--- src/rtl/ysyx_23060203_ibuf.sv ---
// Instruction buffer between fetch and decode: a small circular FIFO of
// {pc, inst} pairs, each annotated at enqueue with predecode and static-prediction bits.
module ysyx_23060203_ibuf #(
    parameter int DEPTH = 4,
    localparam int PTR_W = $clog2(DEPTH)
) (
    input  logic             clock,
    input  logic             reset,
    input  logic             flush,
    input  logic             in_valid,
    output logic             in_ready,
    input  logic [31:0]      in_pc,
    input  logic [31:0]      in_inst,
    output logic             out_valid,
    input  logic             out_ready,
    output logic [31:0]      out_pc,
    output logic [31:0]      out_inst,
    output logic             out_pred_taken,
    output logic [31:0]      out_pred_npc,
    output logic             out_is_ctrl,
    output logic [PTR_W:0]   out_count
);

    localparam logic [4:0] OP_BRANCH = 5'b11000;
    localparam logic [4:0] OP_JAL    = 5'b11011;
    localparam logic [4:0] OP_JALR   = 5'b11001;
    localparam logic [PTR_W:0] FULL_COUNT = (PTR_W+1)'(DEPTH);

    logic [PTR_W-1:0] rd_ptr_reg;
    logic [PTR_W-1:0] wr_ptr_reg;
    logic [PTR_W:0]   count_reg;
    logic [PTR_W:0]   count_next;

    logic [31:0] pc_mem    [DEPTH];
    logic [31:0] inst_mem  [DEPTH];
    logic [31:0] npc_mem   [DEPTH];
    logic        taken_mem [DEPTH];
    logic        ctrl_mem  [DEPTH];

    logic [4:0]  opcode;
    logic [31:0] imm_b;
    logic [31:0] imm_j;
    logic        pd_is_jal;
    logic        pd_is_branch;
    logic        pd_taken;
    logic        pd_ctrl;
    logic [31:0] pd_npc;

    logic push;
    logic pop;

    // Predecode of the incoming word; fetch predicted backward branches and JAL as taken
    assign opcode       = in_inst[6:2];
    assign imm_b        = {{20{in_inst[31]}}, in_inst[7], in_inst[30:25], in_inst[11:8], 1'b0};
    assign imm_j        = {{12{in_inst[31]}}, in_inst[19:12], in_inst[20], in_inst[30:21], 1'b0};
    assign pd_is_jal    = (opcode == OP_JAL);
    assign pd_is_branch = (opcode == OP_BRANCH);
    assign pd_taken     = pd_is_jal | (pd_is_branch & in_inst[31]);
    assign pd_ctrl      = pd_is_jal | pd_is_branch | (opcode == OP_JALR);
    assign pd_npc       = in_pc + (pd_is_jal ? imm_j : (pd_taken ? imm_b : 32'd4));

    assign in_ready  = (count_reg != FULL_COUNT);
    assign out_valid = (count_reg != '0) & ~flush;
    assign push      = in_valid & in_ready & ~flush;
    assign pop       = out_valid & out_ready;
    assign out_count = count_reg;

    assign out_pc         = pc_mem[rd_ptr_reg];
    assign out_inst       = inst_mem[rd_ptr_reg];
    assign out_pred_npc   = npc_mem[rd_ptr_reg];
    assign out_pred_taken = taken_mem[rd_ptr_reg];
    assign out_is_ctrl    = ctrl_mem[rd_ptr_reg];

    always_comb begin
        count_next = count_reg;
        case ({push, pop})
            2'b10:   count_next = count_reg + (PTR_W+1)'(1);
            2'b01:   count_next = count_reg - (PTR_W+1)'(1);
            default: count_next = count_reg;
        endcase
    end

    always_ff @(posedge clock or posedge reset) begin
        if (reset) begin
            rd_ptr_reg <= '0;
            wr_ptr_reg <= '0;
            count_reg  <= '0;
        end else if (flush) begin
            rd_ptr_reg <= '0;
            wr_ptr_reg <= '0;
            count_reg  <= '0;
        end else begin
            if (push) wr_ptr_reg <= wr_ptr_reg + PTR_W'(1);
            if (pop)  rd_ptr_reg <= rd_ptr_reg + PTR_W'(1);
            count_reg <= count_next;
        end
    end

    // Entry storage carries no reset; contents are only observed while out_valid is high
    always_ff @(posedge clock) begin
        if (push) begin
            pc_mem[wr_ptr_reg]    <= in_pc;
            inst_mem[wr_ptr_reg]  <= in_inst;
            npc_mem[wr_ptr_reg]   <= pd_npc;
            taken_mem[wr_ptr_reg] <= pd_taken;
            ctrl_mem[wr_ptr_reg]  <= pd_ctrl;
        end
    end

endmodule

--- config.mk ---
export PLATFORM = sky130hd
export DESIGN_NAME = ysyx_23060203_ibuf
export DESIGN_NICKNAME = d
export VERILOG_FILES = /design/src/rtl/ysyx_23060203_ibuf.sv
export SDC_FILE = /design/constraint.sdc
export NUM_CORES = 1
export LEC_CHECK = 0
export BUFFER_PORTS_ARGS = -buffer_cell sky130_fd_sc_hd__buf_2
export CORE_MARGIN = 1.5
export CORE_UTILIZATION = 41
export DETAILED_ROUTE_END_ITERATION = 16
export GPL_TIMING_DRIVEN = 0
export SLEW_MARGIN = 40
export SYNTH_ARGS = -nofsm -noshare
export SYNTH_HDL_FRONTEND = slang
export SYNTH_SLANG_ARGS = --single-unit
--- constraint.sdc ---
create_clock -name clock -period 10.1 [get_ports clock]
set_clock_uncertainty 0.15 [all_clocks]
set_input_delay 1.01 -clock clock [delete_from_list [all_inputs] [get_ports clock]]
set_output_delay 1.01 -clock clock [all_outputs]
set_load 0.01 [all_outputs]
# Word-level counts from Yosys, hierarchy flattened
# Memories as Yosys holds them, arrays and structs flattened.
# Index checks and enable logic that the tools add are counted.
dict set report word_totals {
  ff_bits 7
  mem_bits_rw 392
  inputBits 69
  output_inout_bits 103
  word_cells 42
  mem_count 5
}
dict set report classes {
  n_addsub 5
  n_eq_ne 6
  muxes 10
  n_bitwise 9
  n_reduce_logical 4
}
# memory depth word_bits read_ports rd_ports_with_merged_regs write_ports line_no
set memory_table {}
lappend memory_table {inst_mem 4 32 1 0 1 35} ;# logic [31:0] inst_mem [DEPTH];
lappend memory_table {npc_mem 4 32 1 0 1 36} ;# logic [31:0] npc_mem [DEPTH];
lappend memory_table {pc_mem 4 32 1 0 1 34} ;# logic [31:0] pc_mem [DEPTH];
lappend memory_table {ctrl_mem 4 1 1 0 1 38} ;# logic ctrl_mem [DEPTH];
lappend memory_table {taken_mem 4 1 1 0 1 37} ;# logic taken_mem [DEPTH];
# operator count
set op_table {}
lappend op_table {{$mux 32} 2}
lappend op_table {{$add 32x32->32} 1}
lappend op_table {{$eq 5x5->1 const B} 3}
lappend op_table {{$mux 2} 4}
lappend op_table {{$pmux 3 s2} 1}
lappend op_table {{$reduce_bool 3->1} 2}
lappend op_table {{$and 1x1->1} 5}
lappend op_table {{$add 2x1->2 const B} 2}
lappend op_table {{$reduce_bool 2->1} 2}
lappend op_table {{$add 3x1->3 const B} 1}
lappend op_table {{$mux 3} 1}
lappend op_table {{$ne 3x3->1 const B} 1}
lappend op_table {{$or 1x1->1} 3}
lappend op_table {{$sub 3x1->3 const B} 1}
lappend op_table {{$eq 2x1->1 const B} 1}
lappend op_table {{$eq 2x2->1 const B} 1}
lappend op_table {{$mux 1} 2}
lappend op_table {{$not 1->1} 1}

# Logic depth before layout (Yosys ltp)
# Gate-level depths: netlist of run 1.
dict set report logic_depth {
  depth_word 6
  depth_mapped 17
  depth_no_buf 15
}

# Worst setup path after synthesis of run 1
# OpenSTA, ideal clock, no wires.
dict set report synth_timing {
  kind {input to register}
  startpoint {input in_valid}
  endpoint {memory ctrl_mem[3], enable pin}
  arrival_time_ps 8388
  path_slack_ps 870
  cell_stages 3
  path_cell_list {nand2_1 clkbuf_1 nor3b_1}
}
dict set report synth_via {
  elab_chain_len 4
}
# element line_no
set synth_lines {}
lappend synth_lines {{start: declaration} 10} ;# input logic in_valid,
lappend synth_lines {{$and 1x1->1 (2 in series)} 64} ;# assign push = in_valid & in_ready & ~flush;
lappend synth_lines {{$mux 1} 101} ;# if (push) begin
lappend synth_lines {{$mux 1 (not written as such)} 106} ;# ctrl_mem[wr_ptr_reg] <= pd_ctrl;
lappend synth_lines {{end: declaration} 38}
# No other way between the ends.

# Final worst setup path of run 1
dict set report layout_timing {
  startpoint {input in_inst[5]}
  endpoint {memory npc_mem[3][31] (data pin)}
}
dict set report layout_via {
  elab_chain_len 6
}
# element line_no
set layout_lines {}
lappend layout_lines {{start: declaration} 13} ;# input logic [31:0] in_inst,
lappend layout_lines {{$eq 5x5->1} 57} ;# assign pd_is_branch = (opcode == OP_BRANCH);
lappend layout_lines {{$and 1x1->1} 58} ;# assign pd_taken = pd_is_jal | (pd_is_branch & in_inst[31]);
lappend layout_lines {{$or 1x1->1} 58}
lappend layout_lines {{$mux 32} 60} ;# assign pd_npc = in_pc + (pd_is_jal ? imm_j : (pd_taken ? imm_b : 32'd4));
lappend layout_lines {{$mux 32 *} 60}
lappend layout_lines {{$add 32x32->32 *} 60}
lappend layout_lines {{named net pd_npc[31]} 47} ;# logic [31:0] pd_npc;
lappend layout_lines {{end: declaration} 36}
# The timed path passes the listed nets; every way through them passes the cells marked *.

==> results of run 1 <==
routing by layer:
layer | up-vias | part of all wire | GRT usage | wire length (um)
met4 | 8 | 0.021 | 0.0526 | 778
li1 | 4005 | - | - | -
met5 | - | 0.0013 | 0 | 46
met3 | 63 | 0.047 | 0.0356 | 1730
met2 | 197 | 0.49 | 0.300 | 17900
met1 | 4453 | 0.44 | 0.242 | 16100
how the worst max path moves through the flow:
stage / depth (start not counted) / to / slack [ns] / from
5_1_grt: 15 / npc_mem[1][30] / 4.83 / in_inst[5]
3_5_place_dp: 15 / npc_mem[2][30] / 4.50 / in_inst[5]
6_report: 15 / npc_mem[3][31] / 5.18 / in_inst[5]
3_3_place_gp: 4 / pc_mem[0][9] / -5.21 / in_valid
2_1_floorplan: 3 / ctrl_mem[3] / 0.87 / in_valid
4_1_cts: 15 / npc_mem[3][30] / 5.05 / in_inst[5]
cells by family (layout without fill, tap and decap cells):
| logic type | count (synthesis) | after routing | share of synthesized area |
|---|---|---|---|
| xor gates and xnor gates | 31 | 31 | 0.0167 |
| other | 0 | 2 | 0 |
| buffers and inverters | 46 | 357 | 0.0118 |
| and+or+nand+nor | 116 | 116 | 0.0343 |
| DFF | 395 | 395 | 0.727 |
| AOI/OAI and AO/OA | 117 | 117 | 0.0472 |
| muxes | 98 | 98 | 0.135 |
| adders and majority gates | 36 | 36 | 0.0286 |
stage by stage:
stage | setup WS, ns | setup TNS [ns] | util
final | 5.18 | 0 | 0.502
after global routing | 4.83 | 0 | 0.502
after CTS | 5.05 | 0 | 0.502
after detailed placement | 4.50 | 0 | 0.471
after global placement | -5.21 | -1991.75 | 0.457
after floorplan | 0.870 | 0 | -
area by class of cell:
class	instances	area, sq um
diodes	2	5.00
plain buffers	33	143
clock buffers	52	1070
clock inverters	15	158
fillers	3258	19400
inverters	13	48.8
multi-input cells	398	4280
flip-flops and latches	395	11800
well taps	518	648
repair buffers	244	1370
worst register-to-register path, cell delays in order (launching register included):
cell and delay [ns]:
dfrtp_1 0.44, nor2_1 0.07, nand2_1 0.12, nand2_1 0.08, clkbuf_1 0.28, nor3b_2 0.64, buf_4 0.28, buf_4 0.16
buf_4 0.17, buf_4 0.19, buf_2 0.21, buf_6 0.16, buf_2 0.19, buf_2 0.17
power groups by stage:
stage / Sequential [mW] / Combinational (mW) / Clock, mW
floorplan: 1.98 / 0.473 / 0
global route: 1.93 / 0.828 / 1.50
global placement: 2.00 / 0.747 / 0
detailed placement: 1.96 / 0.782 / 0
CTS: 1.93 / 0.786 / 1.44
finish: 1.93 / 0.763 / 1.40
placed cells by master, fill, tap and decap left out, drive strengths merged, types with 5 or more instances in the layout:
master / count
clkinv: 8
nor3: 5
nor3b: 5
buf: 256
nand2: 41
xnor2: 21
clkbuf: 73
edfxtp: 388
a21o: 20
o21ai: 28
dfrtp: 7
a21oi: 34
xor2: 10
inv: 15
ha: 34
o21bai: 6
a211oi: 7
nor2: 28
and3: 5
nor2b: 7
nand3: 9
mux4: 97
==> impl_metrics.csv, run 1 <==
group,metric,value,unit
status,status,"finished clean",
power,power.total,4.09,mW
route,ant_nets,0,
finish,area_growth,20.1,%
yosys,synth_fp_nets,944,
worst_setup_path,r2r-end,"pc_mem[1][9]",
global_routing,grt_overflow,0,
finish,fin_nets,1230,
worst_setup_path,rr_worst_depth,13,
yosys,synth-main-ff-cell,"edfxtp_1",
cts,cts.hold.buffers_added,0,
worst_setup_path,critical_path_class,"in2reg",
timing,slew_viol_final,0,
yosys,yosys.area.top_type_share,0.716,
timing,relSlewSlack,0.468,
timing,finalHoldViolations,0,
worst_setup_path,end_kind,"flip-flop",
finish,fin_cells,1670,
timing,max_freq,0.203,GHz
worst_setup_path,crit_path_max_fanout,12,
placement,dp_cells,1601,
power,vdd_drop_max,0.120,mV
finish,drive_above_1_share,0.367,
floorplan,start_util,0.418,
placement,place_area,18300,sq um
power,comb_power_share,0.186,
cts,cts_num_sinks,395,
cts,clockRootBuffer,"clkbuf_16",
yosys,yosysTopAreaCell,"edfxtp_1",
global_routing,grt_pass1_wl,55.0,mm
yosys,syn_avg_cell_area,19.4,sq um
worst_setup_path,required,10.20,ns
route,wl_per_cell,21.9,um
cts,cts_setup_buffers,0,
floorplan,row_count,72,
worst_setup_path,crit_chain,"buf_2 -> nand2_1 -> nor2_1 -> nand3_1 -> inv_1 -> nor2_1 -> nor2b_1 -> ha_1 -> a21oi_1 -> nand2_1 -> o21ai_2 -> a311oi_1 -> or3b_4 -> a221oi_2 -> xnor2_1",
timing,rsz0062_at_grt,"no",
placement,routabilityCongestion,0.824,
cts,cts_made_buffers,40,
route,drt-total-wl,36.6,mm
route,drcViolationCount,0,
floorplan,die_height,202,um
cts,worstSkewPairLatency,0.53,ns
power,power.switching,1.02,mW
power,p_per_area,209,nW/um^2
floorplan,die-area,40900,sq um
worst_setup_path,cpLargestDelayFamily,"simple AND/OR/NAND/NOR gates",
worst_setup_path,r2r_setup_slack,6.50,ns
yosys,synth_edf_count,388,
route,via_per_inst,5.23,
route,drtPass1Iterations,4,
cts,clkTransAtPathRegs,0.05,ns
yosys,yosysSeqAreaShare,0.727,
cts,clockBufferDepth,3,
yosys,yosys-top-cells-area,"edfxtp_1, mux4_2, ha_1",
yosys,synth_warnings,0,
yosys,ys_top_cells_by_count,"edfxtp_1, mux4_2, nand2_1",
floorplan,core_area,38900,sq um
route,dr_total_vias,8726,
worst_setup_path,reg2reg_from,"out_count[0]",
global_routing,grt_max_degree,15,
floorplan,die_width,202,um
finish,reg.largest.list,"inst_mem: 128 flops, npc_mem: 128 flops, pc_mem: 124 flops",
cts,cts-resized-gates,0,
power,p_int,3.07,mW
yosys,synth_seq_cells,395,
global_routing,grt_pass1_vias,9040,
global_routing,antenna_found_initial,6,
worst_hold_path,hp-class,"in2async",
timing,finalCritPeriodShare,0.487,
worst_setup_path,crit_buf_inv,2,
yosys,async_flop_share,0.0177,
timing,tightest_slew,0.799,ns
power,p_clk_frac,0.343,
route,drtIter0Drc,616,
power,p_seq_frac,0.471,
worst_setup_path,cp_slowest_cell,"nor2_1",
floorplan,ioPinCount,172,
power,p_sw_frac,0.249,
yosys,syn_area,16300,sq um
cts,cts_tree,"built",
job,cap_violations,0,
power,power_leakage,6.97,nW
worst_setup_path,worst_setup_path_start_kind,"input port",
yosys,synth.distinct_cells,51,
timing,min_period,4.92,ns
placement,dp_hpwl,27.2,mm
timing,hold_ws,0.256,ns
yosys,syn_inst,839,
global_routing,grt_usage,0.180,
cts,htreeDepth,2,
placement,io_buffers,171,
worst_setup_path,worstPathArrival,5.02,ns
finish,fin_area,19500,sq um
worst_setup_path,max_stage_delay,0.62,ns
yosys,synth_most_common_cell,"edfxtp_1",
timing,setup_viol,0,
Power figures use the tool's default switching activity.
==> run 2, diff against run 1 <==
Clock period 10.1 ns to 4.59 ns, I/O delays scaled along.
==> impl_metrics.csv, run 2 (same netlist as run 1, synthesis figures left out) <==
group,metric,value,unit
timing,relSlewSlack,0.431,
route,ant_nets,0,
worst_setup_path,crit_chain,"buf_2 -> nand2_1 -> nor2_1 -> nand3_1 -> inv_1 -> nor2_2 -> nor2b_1 -> ha_1 -> a21oi_1 -> nand2_1 -> o21ai_2 -> a311oi_1 -> or3b_4 -> a221oi_2 -> xnor2_1",
placement,routabilityCongestion,0.824,
status,status,"finished clean",
placement,io_buffers,171,
finish,layout_commonest_cell,"edfxtp_1",
cts,cts_tree,"built",
global_routing,grt_max_degree,15,
route,wl_per_cell,21.7,um
cts,clkTransAtPathRegs,0.06,ns
global_routing,grt_usage,0.179,
timing,setup_viol,0,
power,power_leakage,6.99,nW
worst_setup_path,cp_slowest_cell,"inv_1",
route,drt-total-wl,36.4,mm
floorplan,ioPinCount,172,
worst_setup_path,required,4.69,ns
job,cap_violations,0,
route,drtIter0Drc,665,
finish,fin_nets,1229,
global_routing,grt_overflow,0,
floorplan,die_height,202,um
floorplan,row_count,72,
finish,reg.largest.list,"inst_mem: 128 flops, npc_mem: 128 flops, pc_mem: 124 flops",
floorplan,die_width,202,um
timing,rsz0062_at_grt,"no",
finish,final_util,0.508,
power,vdd_drop_max,0.210,mV
placement,dp_hpwl,26.5,mm
timing,hold_ws,0.0235,ns
worst_hold_path,hp-class,"in2reg",
timing,min_period,4.25,ns
timing,tightest_slew,0.853,ns
cts,htreeDepth,2,
route,drcViolationCount,0,
floorplan,core_area,38900,sq um
route,drtPass1Iterations,5,
finish,area_growth,21.5,%
timing,finalCritPeriodShare,0.926,
route,via_per_inst,5.25,
cts,worstSkewPairLatency,0.53,ns
timing,finalHoldViolations,0,
worst_setup_path,max_stage_delay,0.56,ns
worst_setup_path,crit_top_cell,"nand2_1",
worst_setup_path,end_kind,"flip-flop",
global_routing,grt_pass1_vias,9122,
floorplan,die-area,40900,sq um
global_routing,grt_pass1_wl,55.0,mm
worst_setup_path,critical_path_class,"in2reg",
global_routing,antenna_found_initial,2,
timing,max_freq,0.235,GHz
cts,cts_num_sinks,395,
cts,clockRootBuffer,"clkbuf_16",
floorplan,start_util,0.418,
route,dr_total_vias,8781,
worst_setup_path,crit_path_max_fanout,12,
worst_setup_path,worstPathArrival,4.35,ns
power,p_per_area,455,nW/um^2
finish,final_cell_mix,"edfxtp_1, buf_2, mux4_2",
timing,slew_viol_final,0,
cts,cts_made_buffers,41,
cts,clockBufferDepth,3,
worst_setup_path,worst_setup_path_start_kind,"input port",
finish,drive_above_1_share,0.346,
==> run 2: cell count changes in the layout (fill, tap and decap cells not counted), moves of 4 or more <==
cell	before	now
dlygate4sd3_1	0	27
nor3b_2	5	1
buf_4	51	25
clkinv_1	4	10
buf_8	0	6
clkbuf_1	31	26
buf_6	4	14
nor3b_4	0	4
clkinv_2	4	9
buf_2	201	182
==> run 2: stage by stage <==
| stage | setup WS, ns | instances | area, sq um | setup TNS, ns | total power, mW |
|---|---|---|---|---|---|
| global route | 0.0342 | 1674 | 19800 | 0 | 9.37 |
| CTS | 0.190 | 1673 | 19800 | 0 | 9.12 |
| finish | 0.340 | 1674 | 19800 | 0 | 8.99 |
| global placement | -4.00 | 1528 | 17800 | -1306.44 | 6.00 |
| floorplan | -0.911 | 839 | 16300 | -265.01 | 5.37 |
| detailed placement | -0.393 | 1572 | 18300 | -12.92 | 6.03 |
==> run 2: power breakdown <==
part	internal (mW)	switching (mW)
combinational	0.782	0.916
sequential	4.19	0.0483
clock	1.76	1.30
==> run 2: timing repair <==
item | CTS | global route
hold buffers | 27 | 0
endpoints found under the setup margin | 0 | 19
endpoints found under the hold margin | 101 | 0
setup buffers | 0 | 0
resized for setup | 0 | 3
==> run 2: path summary, 6_finish.rpt <==
check	from	to	slack, ns	depth (start not counted)
worst max register to register	out_count[0]	npc_mem[0][12]	1.52	9
worst min-delay path	in_inst[20]	inst_mem[3][20]	0.02	1
worst max-delay path	in_inst[5]	npc_mem[0][31]	0.34	15
worst min register to register	wr_ptr_reg[1]	wr_ptr_reg[1]	0.44	2
max in group asynchronous	reset	rd_ptr_reg[0]	3.83	3
min in group asynchronous	reset	out_count[1]	0.25	3
==> run 2: layout make-up <==
| type | count | area (sq um) |
|---|---|---|
| diodes | 1 | 2.50 |
| plain buffers | 33 | 146 |
| clock buffers | 52 | 1110 |
| clock inverters | 22 | 129 |
| fillers | 3275 | 19100 |
| inverters | 13 | 48.8 |
| multi-input cells | 398 | 4310 |
| flip-flops and latches | 395 | 11800 |
| well taps | 518 | 648 |
| repair buffers | 242 | 1550 |
==> run 2: routing by layer <==
layer | up-vias | wire, um | global-route usage
met5 | - | 12 | 0
met3 | 46 | 1620 | 0.0313
li1 | 4001 | - | -
met4 | 2 | 755 | 0.0487
met1 | 4522 | 16200 | 0.248
met2 | 210 | 17800 | 0.293
==> run 2: worst max-delay path, delay by kind of cell <==
| kind | cells | cell delay (ns) |
|---|---|---|
| adders and majority gates | 1 | 0.34 |
| buffers and inverters | 2 | 0.66 |
| and+or+nand+nor | 7 | 1.66 |
| AOI/OAI and AO/OA | 4 | 1.01 |
| xor gates and xnor gates | 1 | 0.19 |
==> run 3, diff against run 2 <==
Settings changed: CORE_MARGIN 1.5 to unset.
==> impl_metrics.csv, run 3 (same netlist as run 1, synthesis figures left out) <==
group,metric,value,unit
worst_setup_path,crit_buf_inv,2,
floorplan,start_util,0.418,
power,power_leakage,6.98,nW
power,p_clk_frac,0.356,
cts,cts_tree,"built",
placement,place_area,18300,sq um
floorplan,die_width,201,um
route,wl_per_cell,21.9,um
placement,dp_cells,1573,
worst_hold_path,hp-class,"in2reg",
floorplan,die_height,201,um
finish,fin_cells,1669,
worst_setup_path,worst_setup_path_start_kind,"input port",
status,status,"finished clean",
timing,hold_ws,0.0269,ns
route,drtPass1Iterations,4,
timing,slew_viol_final,0,
global_routing,antenna_found_initial,1,
placement,io_buffers,171,
finish,fillers,3238,
timing,tns,0,ns
global_routing,grt_pass1_vias,9164,
timing,rsz0062_at_grt,"no",
cts,clockBufferDepth,3,
finish,final_cell_mix,"edfxtp_1, buf_2, mux4_2",
placement,routabilityCongestion,0.791,
cts,clockRootBuffer,"clkbuf_16",
worst_setup_path,crit_path_max_fanout,12,
power,power.switching,2.27,mW
finish,multi_input_area,4310,sq um
timing,relSlewSlack,0.437,
floorplan,row_count,72,
cts,cts_made_buffers,40,
route,drt-total-wl,36.5,mm
power,p_seq_frac,0.460,
placement,dp_hpwl,26.4,mm
finish,drive_above_1_share,0.348,
route,dr_total_vias,8765,
worst_setup_path,end_kind,"flip-flop",
global_routing,grt_pass1_wl,55.5,mm
global_routing,grt_overflow,0,
cts,htreeDepth,2,
worst_setup_path,required,4.68,ns
worst_setup_path,r2r-end,"npc_mem[2][11]",
power,comb_power_share,0.184,
worst_setup_path,worstPathArrival,4.38,ns
route,ant_nets,0,
placement,dp_slack,-0.401,ns
floorplan,ioPinCount,172,
timing,fin_ws,0.299,ns
worst_setup_path,r2r_setup_slack,1.59,ns
worst_setup_path,crit_chain,"buf_2 -> nand2_1 -> nor2_1 -> nand3_1 -> clkinvlp_4 -> nor2_2 -> nor2b_1 -> ha_1 -> a21oi_1 -> nand3_1 -> a21oi_1 -> a311oi_1 -> or3b_4 -> a221oi_2 -> xnor2_1",
finish,final_util,0.509,
timing,min_period,4.29,ns
route,via_per_inst,5.25,
cts,clkTransAtPathRegs,0.06,ns
worst_setup_path,critical_path_class,"in2reg",
worst_setup_path,rr_worst_depth,10,
worst_setup_path,max_stage_delay,0.48,ns
worst_hold_path,min_path_cells,1,
finish,fin_area,19800,sq um
floorplan,die-area,40500,sq um
finish,fin_nets,1226,
power,p_per_area,465,nW/um^2
finish,reg.largest.list,"inst_mem: 128 flops, npc_mem: 128 flops, pc_mem: 124 flops",
power,p_sw_frac,0.247,
route,drcViolationCount,0,
timing,finalHoldViolations,0,
job,cap_violations,0,
finish,layout_commonest_cell,"edfxtp_1",
floorplan,core_area,38900,sq um
power,p_int,6.94,mW
timing,setup_viol,0,
cts,worstSkewPairLatency,0.52,ns
worst_setup_path,cp_slowest_cell,"clkinvlp_4",
worst_setup_path,cpLargestDelayFamily,"simple AND/OR/NAND/NOR gates",
finish,seq_area,11800,sq um
timing,finalCritPeriodShare,0.935,
route,drtIter0Drc,629,
power,power.total,9.21,mW
cts,cts_num_sinks,395,
worst_setup_path,reg2reg_from,"out_count[0]",
timing,max_freq,0.233,GHz
worst_hold_path,holdPathEnd,"inst_mem[2][23]",
power,vdd_drop_max,0.204,mV
worst_hold_path,holdCritStartpoint,"in_inst[23]",
global_routing,grt_usage,0.182,
finish,area_growth,21.8,%
global_routing,grt_max_degree,15,
timing,tightest_slew,0.845,ns
## run 3: worst register-to-register path, stage by stage, from the launching register on
cell and delay (ns):
dfrtp_1 0.43, nor2_1 0.07, nand2_1 0.12, nand2_1 0.08
clkbuf_1 0.34, nor3b_4 0.45, buf_4 0.29, buf_6 0.17
buf_4 0.21, buf_4 0.23, buf_6 0.17
## run 3: worst max-delay path by stage
stage,start,to,slack (ns),cells past startpoint
after global routing,in_inst[6],npc_mem[1][31],0.05,15
after floorplan,out_count[0],ctrl_mem[0],-0.91,5
after detailed placement,in_inst[5],npc_mem[1][31],-0.40,15
final,in_inst[5],npc_mem[1][31],0.30,15
after global placement,out_count[0],pc_mem[0][8],-4.05,5
after CTS,in_inst[5],npc_mem[1][31],0.16,15
## run 3: per-layer routing
metal / vias to the layer above / wire length (um) / part of all wire / GRT usage
met5: - / 13 / 0.00036 / 0
li1: 4004 / - / - / -
met3: 44 / 1630 / 0.045 / 0.0324
met1: 4515 / 16600 / 0.45 / 0.255
met4: 2 / 698 / 0.019 / 0.0498
met2: 200 / 17600 / 0.48 / 0.295
## run 3: what timing repair did
| item | CTS | global route |
|---|---|---|
| hold buffers | 24 | 0 |
| endpoints found under the hold margin | 91 | 0 |
| gates resized for setup | 0 | 4 |
| setup endpoints to repair | 0 | 20 |
| setup buffers | 0 | 0 |
## run 3: power groups by stage
stage          logic [mW]  registers, mW  clock network [mW]
3_3_place_gp         1.65           4.35                   0
2_1_floorplan        1.04           4.32                   0
5_1_grt              1.83           4.25                3.47
6_report             1.70           4.24                3.28
4_1_cts              1.74           4.24                3.36
3_5_place_dp         1.71           4.31                   0
## run 3: layout make-up
class | count | share of cell area
Clock buffer | 49 | 0.0533
Multi-Input combinational cell | 398 | 0.217
Antenna cell | 1 | 0.000126
Tap cell | 518 | 0.0327
Clock inverter | 22 | 0.0130
Sequential cell | 395 | 0.597
Timing Repair Buffer | 240 | 0.0769
Inverter | 13 | 0.00265
Buffer | 33 | 0.00726
